--- config.mk ---
export PLATFORM = sky130hd
export DESIGN_NAME = buf_port_arb_flat
export DESIGN_NICKNAME = d
export VERILOG_FILES = /design/src/rtl/buf_port_arb_pkg.sv /design/src/rtl/buf_port_arb_if.sv /design/src/rtl/buf_port_arb_rd_track.sv /design/src/rtl/buf_port_arb.sv /design/src/flat_wrapper.sv
export SDC_FILE = /design/constraint.sdc
export NUM_CORES = 1
export LEC_CHECK = 0
export BUFFER_PORTS_ARGS = -buffer_cell sky130_fd_sc_hd__buf_2
export CAP_MARGIN = 5
export CELL_PAD_IN_SITES_DETAIL_PLACEMENT = 0
export CELL_PAD_IN_SITES_GLOBAL_PLACEMENT = 1
export CORE_MARGIN = 3
export CORE_UTILIZATION = 25
export CTS_CLUSTER_SIZE = 25
export DETAILED_ROUTE_END_ITERATION = 16
export PLACE_DENSITY = 0.76
export SKIP_LAST_GASP = 1
export SLEW_MARGIN = 20
export SYNTH_ARGS = -nofsm -noshare
export SYNTH_HDL_FRONTEND = slang
export SYNTH_SLANG_ARGS = --single-unit
export TNS_END_PERCENT = 20
--- constraint.sdc ---
create_clock -name clk -period 1.8 [get_ports clk]
set_input_delay 0.27 -clock clk [delete_from_list [all_inputs] [get_ports clk]]
set_output_delay 0.27 -clock clk [all_outputs]
set_load 0.005 [all_outputs]
--- src/rtl/buf_port_arb_pkg.sv ---
// Shared definitions for the decode-buffer port arbiter.
//  - arb_state_e : owner of the most recent accept (IDLE after reset or an idle cycle)
//  - owner_e     : requester identity carried with each read through the return pipe
//  - RD_LAT      : cycles from accept to read data presented to the requester
package buf_port_arb_pkg;

    typedef enum logic [1:0] {
        ST_IDLE = 2'd0,
        ST_HOST = 2'd1,
        ST_ENG  = 2'd2
    } arb_state_e;

    typedef enum logic {
        OWN_HOST = 1'b0,
        OWN_ENG  = 1'b1
    } owner_e;

    localparam int RD_LAT = 2;

endpackage

--- src/rtl/buf_port_arb_if.sv ---
// Requester-side bundle of the buffer port arbiter: host (SIF bridge) and
// decode-engine request/accept/read-return signals.
//  master : driven by the requesters (bridge + engine)
//  slave  : seen by the arbiter
interface buf_port_arb_if #(
    parameter int MEM_AW = 18,
    parameter int DW     = 32
);
    logic              host_req;
    logic              host_wen;
    logic [MEM_AW-1:0] host_addr;
    logic [DW-1:0]     host_wdata;
    logic              host_ack;
    logic              host_rvalid;
    logic [DW-1:0]     host_rdata;

    logic              eng_req;
    logic              eng_wen;
    logic [MEM_AW-1:0] eng_addr;
    logic [DW-1:0]     eng_wdata;
    logic              eng_lock;
    logic              eng_gnt;
    logic              eng_rvalid;
    logic [DW-1:0]     eng_rdata;

    modport master (
        output host_req, host_wen, host_addr, host_wdata,
        input  host_ack, host_rvalid, host_rdata,
        output eng_req, eng_wen, eng_addr, eng_wdata, eng_lock,
        input  eng_gnt, eng_rvalid, eng_rdata
    );

    modport slave (
        input  host_req, host_wen, host_addr, host_wdata,
        output host_ack, host_rvalid, host_rdata,
        input  eng_req, eng_wen, eng_addr, eng_wdata, eng_lock,
        output eng_gnt, eng_rvalid, eng_rdata
    );
endinterface

--- src/rtl/buf_port_arb_rd_track.sv ---
// buf_rd_track: {valid, owner} shift pipe that follows each accepted read
// until its buffer data comes back DEPTH cycles later.
//  clk, rstn  : clock, async active-low reset (drops every in-flight read)
//  in_valid   : a read was accepted this cycle
//  in_owner   : requester that issued it
//  out_valid  : buffer read data on buf_rdata belongs to a tracked read
//  out_owner  : requester the data must be routed to
module buf_rd_track
    import buf_port_arb_pkg::*;
#(
    parameter int DEPTH = RD_LAT
) (
    input  logic   clk,
    input  logic   rstn,
    input  logic   in_valid,
    input  owner_e in_owner,
    output logic   out_valid,
    output owner_e out_owner
);
    logic [DEPTH-1:0] valid_q, valid_d;
    logic [DEPTH-1:0] owner_q, owner_d;

    // Shift one stage per cycle; stage 0 captures the current accept.
    always_comb begin
        valid_d = {valid_q[DEPTH-2:0], in_valid};
        owner_d = {owner_q[DEPTH-2:0], in_owner};
    end

    // Pipe registers.
    always_ff @(posedge clk or negedge rstn) begin
        if (!rstn) begin
            valid_q <= {DEPTH{1'b0}};
            owner_q <= {DEPTH{1'b0}};
        end else begin
            valid_q <= valid_d;
            owner_q <= owner_d;
        end
    end

    assign out_valid = valid_q[DEPTH-1];
    assign out_owner = owner_e'(owner_q[DEPTH-1]);
endmodule

--- src/rtl/buf_port_arb.sv ---
// buf_port_arb: shares one single-port decode buffer between the host SIF path
// and the decode engine. One accept per cycle, round-robin on conflict, engine
// burst lock bounded to BURST_MAX consecutive beats while the host waits, and
// read data routed back to whoever issued the read (latency RD_LAT).
//  clk, rstn            : clock, async active-low reset
//  bus (slave)          : host_* / eng_* request, accept (comb), read return (comb)
//  buf_wen/addr/wdata   : registered buffer command (addr/wdata hold when idle)
//  buf_rdata            : buffer read data, one cycle after buf_addr
// Build option BUF_PORT_ARB_HOST_PRIO_EN: host wins every conflict; eng_lock is
// ignored and the burst counter is held at zero.
module buf_port_arb
    import buf_port_arb_pkg::*;
#(
    parameter int MEM_AW    = 18,
    parameter int DW        = 32,
    parameter int BURST_MAX = 16
) (
    input  logic              clk,
    input  logic              rstn,
    buf_port_arb_if.slave     bus,
    output logic              buf_wen,
    output logic [MEM_AW-1:0] buf_addr,
    output logic [DW-1:0]     buf_wdata,
    input  logic [DW-1:0]     buf_rdata
);
    localparam int            CW        = $clog2(BURST_MAX + 1);
    localparam logic [CW-1:0] BURST_LIM = CW'(BURST_MAX);

    arb_state_e        state_q, state_d;
    owner_e            last_owner_q, last_owner_d;
    logic              lock_q, lock_d;
    logic [CW-1:0]     burst_cnt_q, burst_cnt_d;
    logic              eng_wins_s;

    logic              acc_valid_s, acc_wen_s;
    logic [MEM_AW-1:0] acc_addr_s;
    logic [DW-1:0]     acc_wdata_s;
    owner_e            acc_owner_s;

    logic              buf_wen_q, buf_wen_d;
    logic [MEM_AW-1:0] buf_addr_q, buf_addr_d;
    logic [DW-1:0]     buf_wdata_q, buf_wdata_d;

    logic              rd_valid_s;
    owner_e            rd_owner_s;

    // Arbiter state register: last owner survives idle cycles for round robin.
    always_ff @(posedge clk or negedge rstn) begin
        if (!rstn) begin
            state_q      <= ST_IDLE;
            last_owner_q <= OWN_ENG;
            lock_q       <= 1'b0;
            burst_cnt_q  <= {CW{1'b0}};
        end else begin
            state_q      <= state_d;
            last_owner_q <= last_owner_d;
            lock_q       <= lock_d;
            burst_cnt_q  <= burst_cnt_d;
        end
    end

    // Next-state: pick this cycle's owner and update burst tracking.
    always_comb begin
        state_d      = ST_IDLE;
        last_owner_d = last_owner_q;
        lock_d       = lock_q;
        burst_cnt_d  = burst_cnt_q;
        eng_wins_s   = 1'b0;
`ifndef BUF_PORT_ARB_HOST_PRIO_EN
        // Engine keeps the port on a tie only if the host went last, or the
        // previous engine beat asked for lock and the burst budget remains.
        if (last_owner_q == OWN_HOST) begin
            eng_wins_s = 1'b1;
        end else if (lock_q && (burst_cnt_q < BURST_LIM)) begin
            eng_wins_s = 1'b1;
        end else begin
            eng_wins_s = 1'b0;
        end
`endif
        if (bus.host_req && bus.eng_req) begin
            state_d = eng_wins_s ? ST_ENG : ST_HOST;
        end else if (bus.host_req) begin
            state_d = ST_HOST;
        end else if (bus.eng_req) begin
            state_d = ST_ENG;
        end else begin
            state_d = ST_IDLE;
        end

        case (state_d)
            ST_HOST: begin
                last_owner_d = OWN_HOST;
                burst_cnt_d  = {CW{1'b0}};
            end
            ST_ENG: begin
                last_owner_d = OWN_ENG;
`ifndef BUF_PORT_ARB_HOST_PRIO_EN
                lock_d = bus.eng_lock;
                // Lock only spends budget while the host is actually waiting.
                if (!bus.eng_lock) begin
                    burst_cnt_d = {CW{1'b0}};
                end else if (bus.host_req && (burst_cnt_q < BURST_LIM)) begin
                    burst_cnt_d = burst_cnt_q + {{(CW-1){1'b0}}, 1'b1};
                end else begin
                    burst_cnt_d = burst_cnt_q;
                end
`endif
            end
            default: begin
                last_owner_d = last_owner_q;
            end
        endcase
    end

    // Outputs: accept strobes and the muxed command of the winner.
    always_comb begin
        bus.host_ack = (state_d == ST_HOST);
        bus.eng_gnt  = (state_d == ST_ENG);
        acc_valid_s  = 1'b0;
        acc_wen_s    = 1'b0;
        acc_addr_s   = {MEM_AW{1'b0}};
        acc_wdata_s  = {DW{1'b0}};
        acc_owner_s  = OWN_HOST;
        case (state_d)
            ST_HOST: begin
                acc_valid_s = 1'b1;
                acc_wen_s   = bus.host_wen;
                acc_addr_s  = bus.host_addr;
                acc_wdata_s = bus.host_wdata;
                acc_owner_s = OWN_HOST;
            end
            ST_ENG: begin
                acc_valid_s = 1'b1;
                acc_wen_s   = bus.eng_wen;
                acc_addr_s  = bus.eng_addr;
                acc_wdata_s = bus.eng_wdata;
                acc_owner_s = OWN_ENG;
            end
            default: begin
                acc_valid_s = 1'b0;
            end
        endcase
    end

    // Buffer command next value: address/data hold when nothing is accepted.
    always_comb begin
        buf_wen_d = acc_valid_s & acc_wen_s;
        if (acc_valid_s) begin
            buf_addr_d  = acc_addr_s;
            buf_wdata_d = acc_wdata_s;
        end else begin
            buf_addr_d  = buf_addr_q;
            buf_wdata_d = buf_wdata_q;
        end
    end

    // Buffer command registers.
    always_ff @(posedge clk or negedge rstn) begin
        if (!rstn) begin
            buf_wen_q   <= 1'b0;
            buf_addr_q  <= {MEM_AW{1'b0}};
            buf_wdata_q <= {DW{1'b0}};
        end else begin
            buf_wen_q   <= buf_wen_d;
            buf_addr_q  <= buf_addr_d;
            buf_wdata_q <= buf_wdata_d;
        end
    end

    assign buf_wen   = buf_wen_q;
    assign buf_addr  = buf_addr_q;
    assign buf_wdata = buf_wdata_q;

    buf_rd_track #(.DEPTH(RD_LAT)) u_rd_track (
        .clk       (clk),
        .rstn      (rstn),
        .in_valid  (acc_valid_s & ~acc_wen_s),
        .in_owner  (acc_owner_s),
        .out_valid (rd_valid_s),
        .out_owner (rd_owner_s)
    );

    // Read return: pass buffer data through to the tracked owner, zero otherwise.
    always_comb begin
        if (rd_valid_s && (rd_owner_s == OWN_HOST)) begin
            bus.host_rvalid = 1'b1;
            bus.host_rdata  = buf_rdata;
        end else begin
            bus.host_rvalid = 1'b0;
            bus.host_rdata  = {DW{1'b0}};
        end
        if (rd_valid_s && (rd_owner_s == OWN_ENG)) begin
            bus.eng_rvalid = 1'b1;
            bus.eng_rdata  = buf_rdata;
        end else begin
            bus.eng_rvalid = 1'b0;
            bus.eng_rdata  = {DW{1'b0}};
        end
    end
endmodule
--- src/flat_wrapper.sv ---
// flat-port wrapper written by rule: the top's interface ports become plain ports
module buf_port_arb_flat import buf_port_arb_pkg::*;
#(
    parameter int MEM_AW    = 18,
    parameter int DW        = 32,
    parameter int BURST_MAX = 16
)
  (clk, rstn, buf_wen, buf_addr, buf_wdata, buf_rdata, bus_host_req, bus_host_wen, bus_host_addr, bus_host_wdata, bus_host_ack, bus_host_rvalid, bus_host_rdata, bus_eng_req, bus_eng_wen, bus_eng_addr, bus_eng_wdata, bus_eng_lock, bus_eng_gnt, bus_eng_rvalid, bus_eng_rdata);
  buf_port_arb_if #(.MEM_AW(MEM_AW), .DW(DW)) bus_i ();
  input  logic clk;
  input  logic rstn;
  output logic buf_wen;
  output logic [MEM_AW-1:0] buf_addr;
  output logic [DW-1:0] buf_wdata;
  input  logic [DW-1:0] buf_rdata;
  input wire logic [$bits(bus_i.host_req)-1:0] bus_host_req;
  input wire logic [$bits(bus_i.host_wen)-1:0] bus_host_wen;
  input wire logic [$bits(bus_i.host_addr)-1:0] bus_host_addr;
  input wire logic [$bits(bus_i.host_wdata)-1:0] bus_host_wdata;
  output wire logic [$bits(bus_i.host_ack)-1:0] bus_host_ack;
  output wire logic [$bits(bus_i.host_rvalid)-1:0] bus_host_rvalid;
  output wire logic [$bits(bus_i.host_rdata)-1:0] bus_host_rdata;
  input wire logic [$bits(bus_i.eng_req)-1:0] bus_eng_req;
  input wire logic [$bits(bus_i.eng_wen)-1:0] bus_eng_wen;
  input wire logic [$bits(bus_i.eng_addr)-1:0] bus_eng_addr;
  input wire logic [$bits(bus_i.eng_wdata)-1:0] bus_eng_wdata;
  input wire logic [$bits(bus_i.eng_lock)-1:0] bus_eng_lock;
  output wire logic [$bits(bus_i.eng_gnt)-1:0] bus_eng_gnt;
  output wire logic [$bits(bus_i.eng_rvalid)-1:0] bus_eng_rvalid;
  output wire logic [$bits(bus_i.eng_rdata)-1:0] bus_eng_rdata;
  assign bus_i.host_req = bus_host_req;
  assign bus_i.host_wen = bus_host_wen;
  assign bus_i.host_addr = bus_host_addr;
  assign bus_i.host_wdata = bus_host_wdata;
  assign bus_host_ack = bus_i.host_ack;
  assign bus_host_rvalid = bus_i.host_rvalid;
  assign bus_host_rdata = bus_i.host_rdata;
  assign bus_i.eng_req = bus_eng_req;
  assign bus_i.eng_wen = bus_eng_wen;
  assign bus_i.eng_addr = bus_eng_addr;
  assign bus_i.eng_wdata = bus_eng_wdata;
  assign bus_i.eng_lock = bus_eng_lock;
  assign bus_eng_gnt = bus_i.eng_gnt;
  assign bus_eng_rvalid = bus_i.eng_rvalid;
  assign bus_eng_rdata = bus_i.eng_rdata;
  buf_port_arb #(.MEM_AW(MEM_AW), .DW(DW), .BURST_MAX(BURST_MAX)) u_core (.clk(clk), .rstn(rstn), .bus(bus_i), .buf_wen(buf_wen), .buf_addr(buf_addr), .buf_wdata(buf_wdata), .buf_rdata(buf_rdata));
endmodule
After elaboration in Yosys (flattened, before gate mapping)
Cells that the tools add are included.
{ "totals": {"regBits": 62, "in_bits": 139, "out_inout_bits": 119, "word_cells": 44} }
{ "op_classes": {"addsub": 1, "n_lt_le_gt_ge": 1, "eq_ne": 3, "n_mux": 19, "n_bitwise": 4, "n_reduce_logical": 8} }
{ "op_table": {"columns": ["cell", "count"], "rows": [
  ["32-bit two-way mux", 2],
  ["32-bit case mux with 2 select lines", 1],
  ["18-bit case mux with 2 select lines", 1],
  ["5-bit two-way mux", 2],
  ["5-bit case mux with 2 select lines", 1],
  ["2-bit two-way mux", 4],
  ["1-bit two-way mux", 6],
  ["5-bit by 1-bit adder with 5-bit output, second input constant", 1],
  ["1-bit logical AND", 5],
  ["5-bit < comparator, second input constant", 1],
  ["1-bit case mux with 2 select lines", 2],
  ["3-bit by 2-bit inequality test with 1-bit output, second input constant", 1],
  ["1-bit AND", 2],
  ["2-bit by 1-bit == test with 1-bit output, second input constant", 1],
  ["2-bit == test, second input constant", 1],
  ["1-bit NOT", 2],
  ["2-bit AND reduction", 1],
  ["2-bit nonzero test", 1],
  ["2-bit OR reduction", 1]
]} }

Logic depth before layout (Yosys ltp)
Gate-level depths: netlist of run 1.
{ "depth": {"ltp_word": 10, "mapped_depth": 6, "mapped_depth_nobuf": 4} }

Cells and area by module
Synthesis of run 1 repeated with hierarchy kept, for this count alone.
{ "hier_totals": {"cells_unflattened": 290, "area_unflattened_um2": 3120.5} }
{ "modules_own_cells": {"columns": ["mod", "instances", "cells_per_inst", "area_per_inst_um2"], "rows": [
  ["buf_port_arb", 1, 286, 3020.4],
  ["buf_rd_track", 1, 4, 100.1]
]} }

Worst setup path after synthesis of run 1
OpenSTA, ideal clock, no wires.
{ "synth_path": {"path_kind": "reg-to-reg", "startpoint": "register u_core.last_owner_q", "endpoint": "register u_core.buf_addr_q[0] (netlist: u_core.buf_addr[0])", "arrival_ps": 1384, "required_ps": 1682, "slack_ps": 298, "stages_incl_launch_ff": 7, "path_buffers": 2, "path_cell_list": "dfstp_2 nand2_1 o21a_2 buf_6 buf_6 a22o_1 a21o_1"} }
{ "synth_via": {"elab_chain_len": 6, "word_cells_on_any_way": 8, "cone_classes": "2 x eq/ne; 5 x mux; 1 x reduce/logical"} }
{ "synth_lines": {"columns": ["item", "line_no", "source"], "rows": [
  ["from (decl)", "buf_port_arb.sv:30", "owner_e last_owner_q, last_owner_d;"],
  ["from (signal assigned)", "buf_port_arb.sv:56", "last_owner_q <= last_owner_d;"],
  ["1-bit two-way mux *", "buf_port_arb.sv:72", "if (last_owner_q == OWN_HOST) begin"],
  ["2-bit two-way mux *", "buf_port_arb.sv:81", "state_d = eng_wins_s ? ST_ENG : ST_HOST;"],
  ["2-bit two-way mux *", "buf_port_arb.sv:80", "if (bus.host_req && bus.eng_req) begin"],
  ["2-bit by 1-bit == test with 1-bit output or 2-bit == test (tied branches)", "buf_port_arb.sv:124", "case (state_d)"],
  ["2-bit OR reduction (no line)", null, null],
  ["1-bit two-way mux", "buf_port_arb.sv:124", null],
  ["to (signal assigned)", "buf_port_arb.sv:161", "buf_addr_q <= {MEM_AW{1'b0}};"],
  ["to (signal assigned)", "buf_port_arb.sv:165", "buf_addr_q <= buf_addr_d;"],
  ["to (decl)", "buf_port_arb.sv:41", "logic [MEM_AW-1:0] buf_addr_q, buf_addr_d;"]
]} }
Mark *: on every way between the ends. The rest lies on a longest branch, timed or not.
A chain may end at the register's enable or synchronous reset.

Worst setup path after layout of run 1
{ "layout_path": {"startpoint": "register u_core.last_owner_q", "endpoint": "output bus_eng_gnt"} }
{ "layout_via": {"elab_chain_len": 4} }
{ "layout_lines": {"columns": ["item", "line_no", "source"], "rows": [
  ["1-bit two-way mux", "buf_port_arb.sv:72", null],
  ["2-bit two-way mux", "buf_port_arb.sv:81", null],
  ["2-bit two-way mux", "buf_port_arb.sv:80", null],
  ["2-bit == test", "buf_port_arb.sv:118", "bus.eng_gnt = (state_d == ST_ENG);"],
  ["to (decl)", "flat_wrapper.sv:28", "output wire logic [$bits(bus_i.eng_gnt)-1:0] bus_eng_gnt;"]
]} }
No other way between the ends.

==> results summary, run 1 <==
The flow ran to the end, and the final reports show no timing, DRC or antenna violations. The maximum number of pins on one net before global-route repair came out at 63. The iteration count of the initial detailed-routing pass is 4. The number of instances in the synthesized netlist came out at 287. The top achievable clock speed is 573 MHz. In this run the worst hold path is classified as input pin to flip-flop. The deepest level of the CTS H-tree is 3. The via count of the first global-routing pass is 3481. In this run the standard cell core region covers 12100 um2. The number of top-level pins came out at 258. The synthesized design spends more area on one cell type than any other, namely sky130_fd_sc_hd__dfrtp_1. The total of endpoints with negative setup slack in the final report is 0.

The number of buffers inserted during clock tree synthesis came out at 9. The number of endpoints with negative hold slack in the final report was 0. The synthesized cell area came out at 3110 um2. The register-to-register setup slack is 0.18 ns.

The average wire length per cell after detail routing is 16.4 um. The number of synthesized register bits came out at 62. The net count after synthesis came out at 427. Across the run, the number of max-cap violations was 0.

The multi-input combinational cells in the finished layout cover a total of 1430 um2. The kind of critical path is flip-flop to output pin. The number of input and output port buffers inserted is 257. The number of sinks handled by clock tree synthesis came out at 62. The clock latency on the worst-skew pair is 0.32 ns. Across all layers, the routed design uses 3375 vias. The overall die area came out at 13800 um2. The number of warnings reported in the yosys synthesis log came out at 0. The y dimension of the die is 117 um. The horizontal die dimension is 117 um. The critical path goes through nand2_1 -> o21a_4 -> buf_12 -> buf_2.

The signed area change from the synthesized netlist to the final layout is 60.4%. The critical path capture point type is an output pin. The sort of element at the start of the critical path is a flip-flop. Routability-driven placement finished with a final weighted congestion of 0.786. After routing, the total negative slack on setup checks comes to 0 ns. By area the synthesized netlist is led by sky130_fd_sc_hd__dfrtp_1 49%, sky130_fd_sc_hd__a22o_1 14%, sky130_fd_sc_hd__a21o_1 12%, sky130_fd_sc_hd__and2_1 7.1%, sky130_fd_sc_hd__and3_1 6.4%. The final standard cell area without fillers is 4980 um2. The wire length of the first global-routing pass is 17800 um. The post-placement cell area is 4610 um2. Of the cells placed in the final design, the portion with a size suffix greater than 1 is 53.2%. The actual slew at the worst max-slew pin came out at 0.383 ns.

The shortest period the worst path allows came out at 1.75 ns. The synthesized design devotes to its leading area cell type 49.2% of total area. The total global routing track utilization came out at 15.9%. The sum of overflow across all layers after global routing came out at 0.

The final antenna-violating net count is 0. Across the routed clock network, the largest skew measured is 0.00883 ns. The worst-case clock buffer depth came out at 2. The maximum cell stage delay along the critical path came out at 0.55 ns. The max-slew violation count came out at 0.

The leakage dissipation came out at 0.00303 uW. The detailed-route vias per instance is 4.71. The combined flip-flop and latch cell area is 1550 um2. For this run, the register share of the synthesized area comes to 50.0%. The clock transition at the registers of the reported paths came out at 0.05 ns. In this run the worst path has a maximum fanout of 11.

The half-perimeter wire length after detailed placement came out at 8390 um. The library cell used as clock root buffer is sky130_fd_sc_hd__clkbuf_16. The number of distinct library cells after synthesis is 26.

The initial antenna violation count is 0. The number of fill cells came out at 1200. IR analysis of the VDD net gives a maximum drop of 0.401 mV. The final cycle utilization of the critical path came out at 97.0%. The repair_antennas step left the layout with diodes totalling 0. Dividing total power by cell area gives a power density of 853 nW/um2. The total power came out at 4250 uW. The floorplan has 40 rows. Summed over all layers, the routed wires come to 11800 um.

The post-route core utilization is 41.3%. The initial cell density of the core came out at 25.7%. The remaining max-slew budget at the tightest pin came out at 74.4%.

The final net count is 684. After the first detailed-routing iteration, the DRC count stood at 153. For this run, design rule violations remaining after detail routing come to 0.

At the worst endpoint, the arrival time is 1.48 ns. Setup repair after global routing could not meet its margin everywhere. A synthesized cell averages 10.8 um2. On the critical path, the stage with the largest delay is an instance of sky130_fd_sc_hd__dfstp_2. For the worst setup path, the data required time is 1.53 ns. TritonCTS built the clock tree.
==> state kept, by name (all words and copies together), names as in the netlist <==
register	flops
u_core.lock_q	1
u_core.buf_wen	1
u_core.burst_cnt_q	5
u_core.last_owner_q	1
u_core.buf_wdata	32
u_core.buf_addr	18
u_core.u_rd_track.valid_q	2
u_core.u_rd_track.owner_q	2
==> worst max-delay path: cells and delay by family (launching register included) <==
| kind | cells | cell delay [ns] |
|---|---|---|
| buf+inv | 2 | 0.29 |
| simple gates | 1 | 0.07 |
| flops | 1 | 0.55 |
| compound gates | 1 | 0.26 |
==> worst paths after layout <==
check / start / to / cells after the start
setup / recovery: u_core.last_owner_q / bus_eng_gnt / 4
hold / removal: bus_host_addr[14] / u_core.buf_addr[14] / 2
setup reg to reg: u_core.burst_cnt_q[4] / u_core.burst_cnt_q[3] / 5
hold reg to reg: u_core.u_rd_track.owner_q[0] / u_core.u_rd_track.owner_q[1] / 0
max in group asynchronous: rstn / u_core.last_owner_q / 3
min in group asynchronous: rstn / u_core.buf_wdata[14] / 3
==> what timing repair did <==
item / 4_1_cts / 5_1_grt
resized for setup: 1 / 2
buffers inserted: 2 / 0
hold buffers: 1 / 0
endpoints found under the hold margin: 61 / 0
pin swaps: 1 / 1
cloned: 0 / 2
endpoints found under the setup margin: 1 / 1
==> placed cells by master (no fill, tap or decap), drive strengths merged, types with 2 or more instances in the layout <==
cell	n
clkinv	2
clkbuf	15
a22o	51
and3	32
dfrtp	61
nor2b	3
a21o	51
nand3	2
o21ai	4
inv	4
and2	35
nand2	5
buf	269
==> report_power, final <==
part / internal (uW) / total [uW] / switching [uW]
Clock: 1040 / 1620 / 582
Combinational: 536 / 991 / 455
Sequential: 1550 / 1640 / 87.0
Total: 3130 / 4250 / 1120
==> cell usage after synthesis, drive strengths merged <==
master  count
nand3       2
o31ai       1
mux2        1
ha          1
a22o       51
nor2b       3
and3       32
buf        10
a32oi       1
inv         4
a221oi      1
nor2        1
o21a        1
o22ai       1
dfrtp      61
a21oi       1
nand3b      1
a21o       51
nand4       1
o21ai       4
nand2       5
dfstp       1
and2       35
a31oi       1
clkbuf     16
==> routing by layer <==
layer	wire length [um]	global-route usage, %
met5	0	0
met2	5920	27.9
met4	322	6.52
met1	4580	17.8
met3	969	5.19
==> cell type report <==
class / instances / area share, %
well taps: 168 / 4.22
flip-flops and latches: 62 / 31.2
multi-input cells: 195 / 28.7
inverters: 4 / 0.301
repair buffers: 272 / 29.8
clock inverters: 3 / 0.352
clock buffers: 13 / 5.42
==> through the flow <==
stage / setup slack, ns / instances / hold slack, ns
detailed placement: 0.200 / 696 / 0.311
global route: -0.00109 / 717 / 0.130
finish: 0.0541 / 717 / 0.147
global placement: 0.229 / 696 / 0.313
CTS: 0.0208 / 715 / 0.132
floorplan: 0.298 / 287 / -0.0256
==> cell families after synthesis <==
logic type	share of synthesized area [%]
adder cells (fa/ha/maj)	0.403
AND/OR/NAND/NOR	15.6
multiplexers	0.363
AO/OA/AOI/OAI	29.0
flip-flops	50.0
buffers and inverters	4.63
Note: power is estimated with default switching activity, not from simulation.
==> run 2, diff against run 1 <==
--- a/config.mk
+++ b/config.mk
@@ -13,7 +13,7 @@
 export CORE_UTILIZATION = 25
 export CTS_CLUSTER_SIZE = 25
 export DETAILED_ROUTE_END_ITERATION = 16
-export PLACE_DENSITY = 0.76
+export PLACE_DENSITY = 0.77
 export SKIP_LAST_GASP = 1
 export SLEW_MARGIN = 20
 export SYNTH_ARGS = -nofsm -noshare
==> run 2 against run 1 <==
Compared with the run above:
- sequential share of layout area up 0.20 points
- flip-flop and latch count is the same
- critical endpoint unchanged
- combinational power fell by 3.5%
==> results summary, run 2 (synthesis gave the netlist of run 1 again) <==
The share of cells above drive strength 1 came out at 53.2% (unchanged). The shortest period the worst path allows is 1.73 ns (was 1.75 ns). The biggest fanout along the worst timing path was 30 (was 11). The final antenna-violating net count is 0 (unchanged). The final wirelength is 11000 um (was 11800 um).

The initial antenna violation count came out at 0 (unchanged). The post-route core utilization is 41.0% (was 41.3%). The critical path capture point type is an output pin (unchanged). The capture point of the critical path is bus_eng_gnt (unchanged). The half-perimeter wire length after detailed placement was 8250 um (was 8390 um). The global-route track usage on met2 came to 26.4% (was 27.9%).

The setup TNS after final layout came to 0 ns (unchanged). The count of placed standard cells including taps was 696 (unchanged). The wire length of the first global-routing pass is 16900 um (was 17800 um). The placeable core area is 12100 um2 (unchanged). The deepest level of the CTS H-tree is 3 (unchanged).

The final cycle utilization of the critical path came out at 95.9% (was 97.0%). The initial cell density of the core came out at 25.7% (unchanged). The iteration count of the initial detailed-routing pass is 4 (unchanged). The total global routing track utilization is 15.0% (was 15.9%). The number of placement rows is 40 (unchanged). Setup repair after global routing missed its margin: false (was true). The remaining max-slew budget at the tightest pin is 75.0% (was 74.4%). The endpoint of the worst register-to-register path is u_core.buf_addr[16] (was u_core.burst_cnt_q[3]). Commonest cells after routing, fill and taps aside: 257 x sky130_fd_sc_hd__buf_2, 61 x sky130_fd_sc_hd__dfrtp_1, 51 x sky130_fd_sc_hd__a22o_1, 51 x sky130_fd_sc_hd__a21o_1, 34 x sky130_fd_sc_hd__and2_1 (unchanged). The source of the critical timing path is u_core.last_owner_q (unchanged). The kind of critical path was flip-flop to output pin (unchanged). The sum of overflow across all layers after global routing is 0 (unchanged). The leakage dissipation came out at 0.00303 uW (about the same). The average wire length per cell after detail routing is 15.4 um (was 16.4 um). The final weighted congestion in routability-driven placement is 0.834 (was 0.786). The commonest non-fill, non-tap cell in the layout is sky130_fd_sc_hd__buf_2 (unchanged).

The number of max-capacitance violations reported was 0 (unchanged). The y dimension of the die is 117 um (unchanged). The clock tree from TritonCTS is yes (unchanged). The number of endpoints with negative hold slack in the final report came to 0 (unchanged). The met1 track demand over resource is 16.8% (was 17.8%). The remaining design rule violation count was 0 (unchanged). The total of endpoints with negative setup slack in the final report is 0 (unchanged).

Outcome: finished, final reports clean (unchanged). The max-slew violation count is 0 (unchanged). The detailed-route vias per instance was 4.66 (was 4.71).

The overall die area came out at 13800 um2 (unchanged). The total number of vias is 3344 (was 3375). The setup skew after layout came to 0.00795 ns (was 0.00883 ns). The library cell used as clock root buffer was sky130_fd_sc_hd__clkbuf_16 (unchanged). The number of top-level pins is 258 (unchanged). The horizontal die dimension is 117 um (unchanged). The via count of the first global-routing pass is 3396 (was 3481). The sort of element at the start of the critical path is a flip-flop (unchanged).

The signed area change from the synthesized netlist to the final layout was 59.4% (was 60.4%). The met3 demand-to-capacity share in global routing came out at 5.09% (was 5.19%). The register-to-register setup slack is 0.19 ns (was 0.18 ns). The most heavily used metal layer in global routing is met2 (unchanged). The worst path arrival time came to 1.46 ns (was 1.48 ns). The worst-case clock buffer depth is 2 (unchanged). The largest voltage drop on the vdd net is 0.394 mV (was 0.401 mV). The maximum number of pins on one net before global-route repair came out at 63 (unchanged).

The clock transition at the registers of the reported paths is 0.06 ns (was 0.05 ns). The top achievable clock speed is 579 MHz (was 573 MHz). The clock latency on the worst-skew pair came out at 0.33 ns (was 0.32 ns).

The startpoint of the worst register-to-register path is u_core.last_owner_q (was u_core.burst_cnt_q[4]). The number of inserted diodes came out at 0 (unchanged). The flip-flop count of the largest register, all copies and words added was 32 (unchanged). The final net count came out at 684 (unchanged).

The final cell count without fillers was 717 (unchanged). The data required time of the worst path is 1.53 ns (about the same). The number of buffers inserted during clock tree synthesis is 9 (unchanged). The number of DRC markers after the initial detailed-route iteration is 126 (was 153).

The actual slew at the worst max-slew pin was 0.375 ns (was 0.383 ns). The number of input and output port buffers inserted is 257 (unchanged). The number of sinks handled by clock tree synthesis came to 62 (unchanged).

The type of the tightest min-delay check is input pin to flip-flop (unchanged). The worst-case reg-to-reg path depth is 5 (unchanged). The total power per unit cell area is 893 nW/um2 (was 853 nW/um2).
==> run 2: stage by stage <==
step                      setup slack, ns  cell area [um2]  hold slack (ns)  total power [uW]
after floorplan                     0.298             3110          -0.0256              2080
after global routing               0.0237             4950            0.130              4630
after detailed placement            0.194             4590            0.305              2610
after CTS                          0.0256             4920            0.123              4470
final                              0.0735             4950            0.139              4420
after global placement              0.233             4590            0.310              2590
==> run 2: cell type report <==
type	instances	area (um2)
multi-input combinational	195	1420
tap	168	210
clock buffer	9	225
clock inverter	7	88.8
fill	1177	7110
sequential	62	1550
timing repair buffer	272	1440
inverter	4	15.0
==> run 2: where the power goes <==
group	total, uW	switching (uW)	leakage, uW	internal, uW
clock	1830	623	0.000159	1200
combinational	956	437	0.00211	519
sequential	1640	88.1	0.000757	1550
total	4420	1150	0.00303	3270
==> run 2: critical path: stages, from the launching register on <==
cell and delay [ns]:
sky130_fd_sc_hd__dfstp_2 0.54, sky130_fd_sc_hd__nand2_1 0.06, sky130_fd_sc_hd__o21a_2 0.22, sky130_fd_sc_hd__buf_12 0.17, sky130_fd_sc_hd__buf_2 0.14
==> run 2: metal layers <==
metal / share of wire (%) / routed length, um / up-vias
met5: 0 / 0 / -
met3: 9.5 / 1040 / 13
met4: 1.5 / 166 / 0
met1: 39 / 4330 / 1572
li1: - / - / 1568
met2: 50 / 5500 / 191
==> run 2: worst min path at each step <==
stage | startpoint | to | depth (start not counted) | slack [ns]
3_3_place_gp | rstn | u_core.buf_wdata[15] | 2 | 0.31
4_1_cts | bus_host_wdata[12] | u_core.buf_wdata[12] | 2 | 0.12
5_1_grt | bus_host_wdata[12] | u_core.buf_wdata[12] | 2 | 0.13
2_1_floorplan | rstn | u_core.buf_addr[0] | 0 | -0.03
3_5_place_dp | rstn | u_core.buf_wdata[14] | 2 | 0.30
6_report | bus_host_wdata[12] | u_core.buf_wdata[12] | 2 | 0.14
==> run 2: what timing repair did <==
| item | in CTS | in global routing |
|---|---|---|
| setup buffers | 0 | 4 |
| resized for setup | 1 | 0 |
| hold buffers | 1 | 0 |
| setup endpoints to repair | 1 | 1 |
| endpoints found under the hold margin | 61 | 0 |
| pin swaps | 0 | 1 |
==> run 3, diff against run 2 <==
--- a/config.mk
+++ b/config.mk
@@ -9,14 +9,14 @@
 export CAP_MARGIN = 5
 export CELL_PAD_IN_SITES_DETAIL_PLACEMENT = 0
 export CELL_PAD_IN_SITES_GLOBAL_PLACEMENT = 1
-export CORE_MARGIN = 3
 export CORE_UTILIZATION = 25
 export CTS_CLUSTER_SIZE = 25
 export DETAILED_ROUTE_END_ITERATION = 16
-export PLACE_DENSITY = 0.77
+export PLACE_DENSITY = 0.76
 export SKIP_LAST_GASP = 1
 export SLEW_MARGIN = 20
 export SYNTH_ARGS = -nofsm -noshare
 export SYNTH_HDL_FRONTEND = slang
+export SYNTH_HIERARCHICAL = 1
 export SYNTH_SLANG_ARGS = --single-unit
 export TNS_END_PERCENT = 20
==> run 3 against run 2 <==
Compared with the run above:
- sequential power about the same
- flip-flop and latch count unchanged
- clock-buffer cell count up 1
- synthesized area up 0.48%
- clock power down 15%
- first-iteration DRC count down 4.8%
- critical endpoint is now u_core/buf_wdata[2]
- largest cell class unchanged
==> results summary, run 3 <==
The net count after synthesis is 430 (was 427). The max-slew violation count is 0 (unchanged). The fraction of post-synthesis cell area in the top cell type by area is 48.9% (was 49.2%).

The worst path arrival time is 1.95 ns (was 1.46 ns). The final wirelength came out at 11000 um (about the same). The leakage dissipation is 0.00302 uW (was 0.00303 uW). The horizontal die dimension was 114 um (was 117 um). Commonest cells after routing, fill and taps aside: 256 x sky130_fd_sc_hd__buf_2, 61 x sky130_fd_sc_hd__dfrtp_1, 52 x sky130_fd_sc_hd__a22o_1 (was 257 x sky130_fd_sc_hd__buf_2, 61 x sky130_fd_sc_hd__dfrtp_1, 51 x sky130_fd_sc_hd__a22o_1, 51 x sky130_fd_sc_hd__a21o_1, 34 x sky130_fd_sc_hd__and2_1). The critical path capture point type is a flip-flop (was output pin). The final standard cell area without fillers was 4930 um2 (was 4950 um2). Ranking of synthesized cells by instance count: 61 x sky130_fd_sc_hd__dfrtp_1, 52 x sky130_fd_sc_hd__a22o_1, 51 x sky130_fd_sc_hd__a21o_1, 34 x sky130_fd_sc_hd__and2_1, 32 x sky130_fd_sc_hd__and3_1 (was 61 x sky130_fd_sc_hd__dfrtp_1, 51 x sky130_fd_sc_hd__a21o_1, 51 x sky130_fd_sc_hd__a22o_1, 35 x sky130_fd_sc_hd__and2_1, 32 x sky130_fd_sc_hd__and3_1).

The total global routing track utilization came to 16.8% (was 15.0%). The flip-flop count of the largest register, all copies and words added is 32 (unchanged). The mean post-synth cell area is 10.8 um2 (about the same). The async set-or-reset flop fraction in the synthesized netlist is 100% (unchanged). The shortest period the worst path allows was 1.73 ns (about the same). The number of endpoints with negative hold slack in the final report came out at 0 (unchanged).

The remaining max-slew budget at the tightest pin came out at 72.5% (was 75.0%). The number of instances in the synthesized netlist is 290 (was 287). The number of DRC markers after the initial detailed-route iteration came to 120 (was 126).

The switching share of total power came out at 27.8% (was 26.0%). The sum of overflow across all layers after global routing came out at 0 (unchanged). The number of buffers inserted during clock tree synthesis is 9 (unchanged).

The type of the tightest min-delay check is input pin to flip-flop (unchanged). The share of cells above drive strength 1 is 52.5% (was 53.2%). The total of endpoints with negative setup slack in the final report came out at 0 (unchanged). The most frequently used cell type in the post-synthesis netlist was sky130_fd_sc_hd__dfrtp_1 (unchanged). The startpoint of the worst register-to-register path was u_core/last_owner_q (was u_core.last_owner_q).

The clock latency on the worst-skew pair is 0.33 ns (about the same). The post-placement cell area came out at 4630 um2 (was 4590 um2). The top achievable clock speed is 578 MHz (was 579 MHz). The total power per unit cell area came out at 843 nW/um2 (was 893 nW/um2). The net switching power came out at 1160 uW (was 1150 uW). The number of inserted diodes came out at 0 (unchanged). The count of flip-flops with a built-in enable after synthesis is 0 (unchanged). The sequential share of the synthesized area came out at 49.8% (was 50.0%).

The number of top-level pins was 258 (unchanged). The kind of critical path was flip-flop to flip-flop (was flip-flop to output pin). The total power is 4160 uW (was 4420 uW). The worst-case reg-to-reg path depth came out at 6 (was 5). The synthesized cell area is 3120 um2 (was 3110 um2). The number of max-capacitance violations reported came out at 0 (unchanged). The y dimension of the die came out at 114 um (was 117 um). The register-to-register setup slack is 0.07 ns (was 0.19 ns). The average wire length per cell after detail routing came to 15.3 um (was 15.4 um). The worst-case clock buffer depth is 2 (unchanged). The maximum cell stage delay along the critical path is 0.55 ns (was 0.54 ns). The overall die area came out at 12900 um2 (was 13800 um2). The commonest non-fill, non-tap cell in the layout is sky130_fd_sc_hd__buf_2 (unchanged). The detailed-route vias per instance is 4.71 (was 4.66). The count of placed standard cells including taps came to 699 (was 696). The portion of total power attributed to combinational logic was 23.2% (was 21.6%). The hold-critical path endpoint was u_core/buf_wdata[11] (was u_core.buf_wdata[12]). The total number of vias is 3379 (was 3344).

The total internal power came out at 3000 uW (was 3270 uW). The number of distinct library cells after synthesis came out at 25 (was 26). The cell with the biggest individual delay on the critical path is sky130_fd_sc_hd__dfstp_2 (unchanged). The number of input and output port buffers inserted came out at 257 (unchanged). The number of fill cells is 1218 (was 1177). The placeable core area came out at 12100 um2 (about the same). The top cell type by total area after synthesis was sky130_fd_sc_hd__dfrtp_1 (unchanged). The deepest level of the CTS H-tree was 3 (unchanged). The maximum number of pins on one net before global-route repair came out at 63 (unchanged). The pre-CTS setup slack is 0.215 ns (was 0.194 ns). The sort of element at the start of the critical path is a flip-flop (unchanged). The clock transition at the registers of the reported paths is 0.06 ns (about the same). The via count of the first global-routing pass came out at 3306 (was 3396).

The part of the total power dissipated in the clock network is 37.3% (was 41.3%). The cell that appears most often on the critical path is sky130_fd_sc_hd__buf_4. The family with the most delay on the worst path is compound AO/OA/AOI/OAI gates (was flip-flops).

The cell depth of the worst min-delay path came out at 2 (unchanged). The final cycle utilization of the critical path came out at 96.1% (was 95.9%). The setup skew after layout is 0.00720 ns (was 0.00795 ns). The slack of the critical path came out at 0.0699 ns (was 0.0735 ns). The final weighted congestion in routability-driven placement came out at 0.736 (was 0.834). Outcome: finished, final reports clean (unchanged).

The remaining design rule violation count is 0 (unchanged). The iteration count of the initial detailed-routing pass came out at 4 (unchanged). The number of synthesized register bits came out at 62 (unchanged). Setup repair after global routing missed its margin: true (was false). The library cell used as clock root buffer is sky130_fd_sc_hd__clkbuf_16 (unchanged). The final net count came out at 685 (was 684).

The signed area change from the synthesized netlist to the final layout is 58.1% (was 59.4%). The largest voltage drop on the vdd net came out at 0.544 mV (was 0.394 mV). The clock tree from TritonCTS was yes (unchanged). The data required time of the worst path came out at 2.02 ns (was 1.53 ns).

The origin of the worst min-delay path is bus_host_wdata[11] (was bus_host_wdata[12]). The biggest fanout along the worst timing path is 16 (was 30). The worst hold-check slack is 0.141 ns (was 0.139 ns). The final cell count without fillers came out at 718 (was 717). The half-perimeter wire length after detailed placement was 8130 um (was 8250 um). The number of sinks handled by clock tree synthesis is 62 (unchanged). The initial antenna violation count came out at 0 (unchanged). The number of placement rows came out at 40 (unchanged). The prevailing post-synth register cell is sky130_fd_sc_hd__dfrtp_1 (unchanged). The fraction of power consumed by sequential logic came to 39.5% (was 37.1%). The wire length of the first global-routing pass is 16600 um (was 16900 um). The endpoint of the worst register-to-register path is u_core/buf_wdata[2] (was u_core.buf_addr[16]). The total buffers and inverters traversed by the critical path was 2 (unchanged). The actual slew at the worst max-slew pin is 0.408 ns (was 0.375 ns). The initial cell density of the core is 25.8% (was 25.7%). The final antenna-violating net count came out at 0 (unchanged). Cell-by-cell listing of the critical path: nand2_1 -> o21a_4 -> buf_4 -> buf_4 -> a22o_1 -> a21o_1 (was nand2_1 -> o21a_2 -> buf_12 -> buf_2). The number of warnings reported in the yosys synthesis log came out at 6 (was 0).

Largest cells by area after synthesis: sky130_fd_sc_hd__dfrtp_1 49%, sky130_fd_sc_hd__a22o_1 15%, sky130_fd_sc_hd__a21o_1 12%, sky130_fd_sc_hd__and2_1 6.8%, sky130_fd_sc_hd__and3_1 6.4% (was sky130_fd_sc_hd__dfrtp_1 49%, sky130_fd_sc_hd__a22o_1 14%, sky130_fd_sc_hd__a21o_1 12%, sky130_fd_sc_hd__and2_1 7.1%, sky130_fd_sc_hd__and3_1 6.4%).
-- run 3: final cells by class --
cell class | count | area (um2) | area share [%]
clock buffers | 10 | 229 | 4.64
clock inverters | 6 | 37.5 | 0.761
inverters | 3 | 11.3 | 0.228
multi-input cells | 199 | 1450 | 29.4
flip-flops and latches | 62 | 1550 | 31.5
well taps | 168 | 210 | 4.26
repair buffers | 270 | 1440 | 29.2
-- run 3: worst max-delay path by stage --
stage / cells after the start / startpoint / slack, ns / end
floorplan: 6 / u_core/last_owner_q / 0.30 / u_core/buf_addr[10]
global placement: 5 / u_core/last_owner_q / 0.25 / u_core/buf_wdata[2]
detailed placement: 5 / u_core/last_owner_q / 0.21 / u_core/buf_addr[14]
CTS: 4 / u_core/last_owner_q / 0.02 / bus_eng_gnt
global route: 4 / u_core/last_owner_q / -0.006 / bus_host_ack
finish: 6 / u_core/last_owner_q / 0.07 / u_core/buf_wdata[2]
-- run 3: power by group through the flow --
| stage | clock network, uW | logic [uW] | registers, uW |
|---|---|---|---|
| 2_1_floorplan | 0 | 419 | 1670 |
| 3_3_place_gp | 0 | 942 | 1660 |
| 3_5_place_dp | 0 | 960 | 1660 |
| 4_1_cts | 1610 | 966 | 1650 |
| 5_1_grt | 1690 | 1060 | 1660 |
| 6_report | 1550 | 964 | 1640 |
-- run 3: repair_timing --
action / in CTS / in global routing
hold buffers: 1 / 0
endpoints found under the setup margin: 1 / 2
setup buffers: 0 / 2
gates resized for setup: 1 / 3
pin swaps: 0 / 1
endpoints found under the hold margin: 61 / 0
-- run 3: through the flow --
step            TNS, ns  utilization [%]
2_1_floorplan         0                -
6_report              0             40.7
3_5_place_dp          0             38.2
3_3_place_gp          0             38.2
5_1_grt        -0.00610             40.7
4_1_cts               0             40.5
-- run 3: cells by family (layout without fill, tap and decap cells) --
kind of cell,after synthesis,count (layout),share of synthesized area (%)
mux,1,1,0.361
fa+ha+maj,1,1,0.401
buf+inv,29,289,4.37
simple gates,84,84,16.4
compound gates,113,113,28.7
flops,62,62,49.8
-- run 3: per-layer routing --
metal / part of all wire [%] / vias to the layer above / routed length, um / global-route usage, %
li1: - / 1571 / - / -
met1: 39 / 1613 / 4270 / 18.4
met2: 52 / 183 / 5700 / 30.8
met3: 7.9 / 12 / 866 / 4.68
met4: 1.5 / 0 / 163 / 5.79
met5: 0 / - / 0 / 0
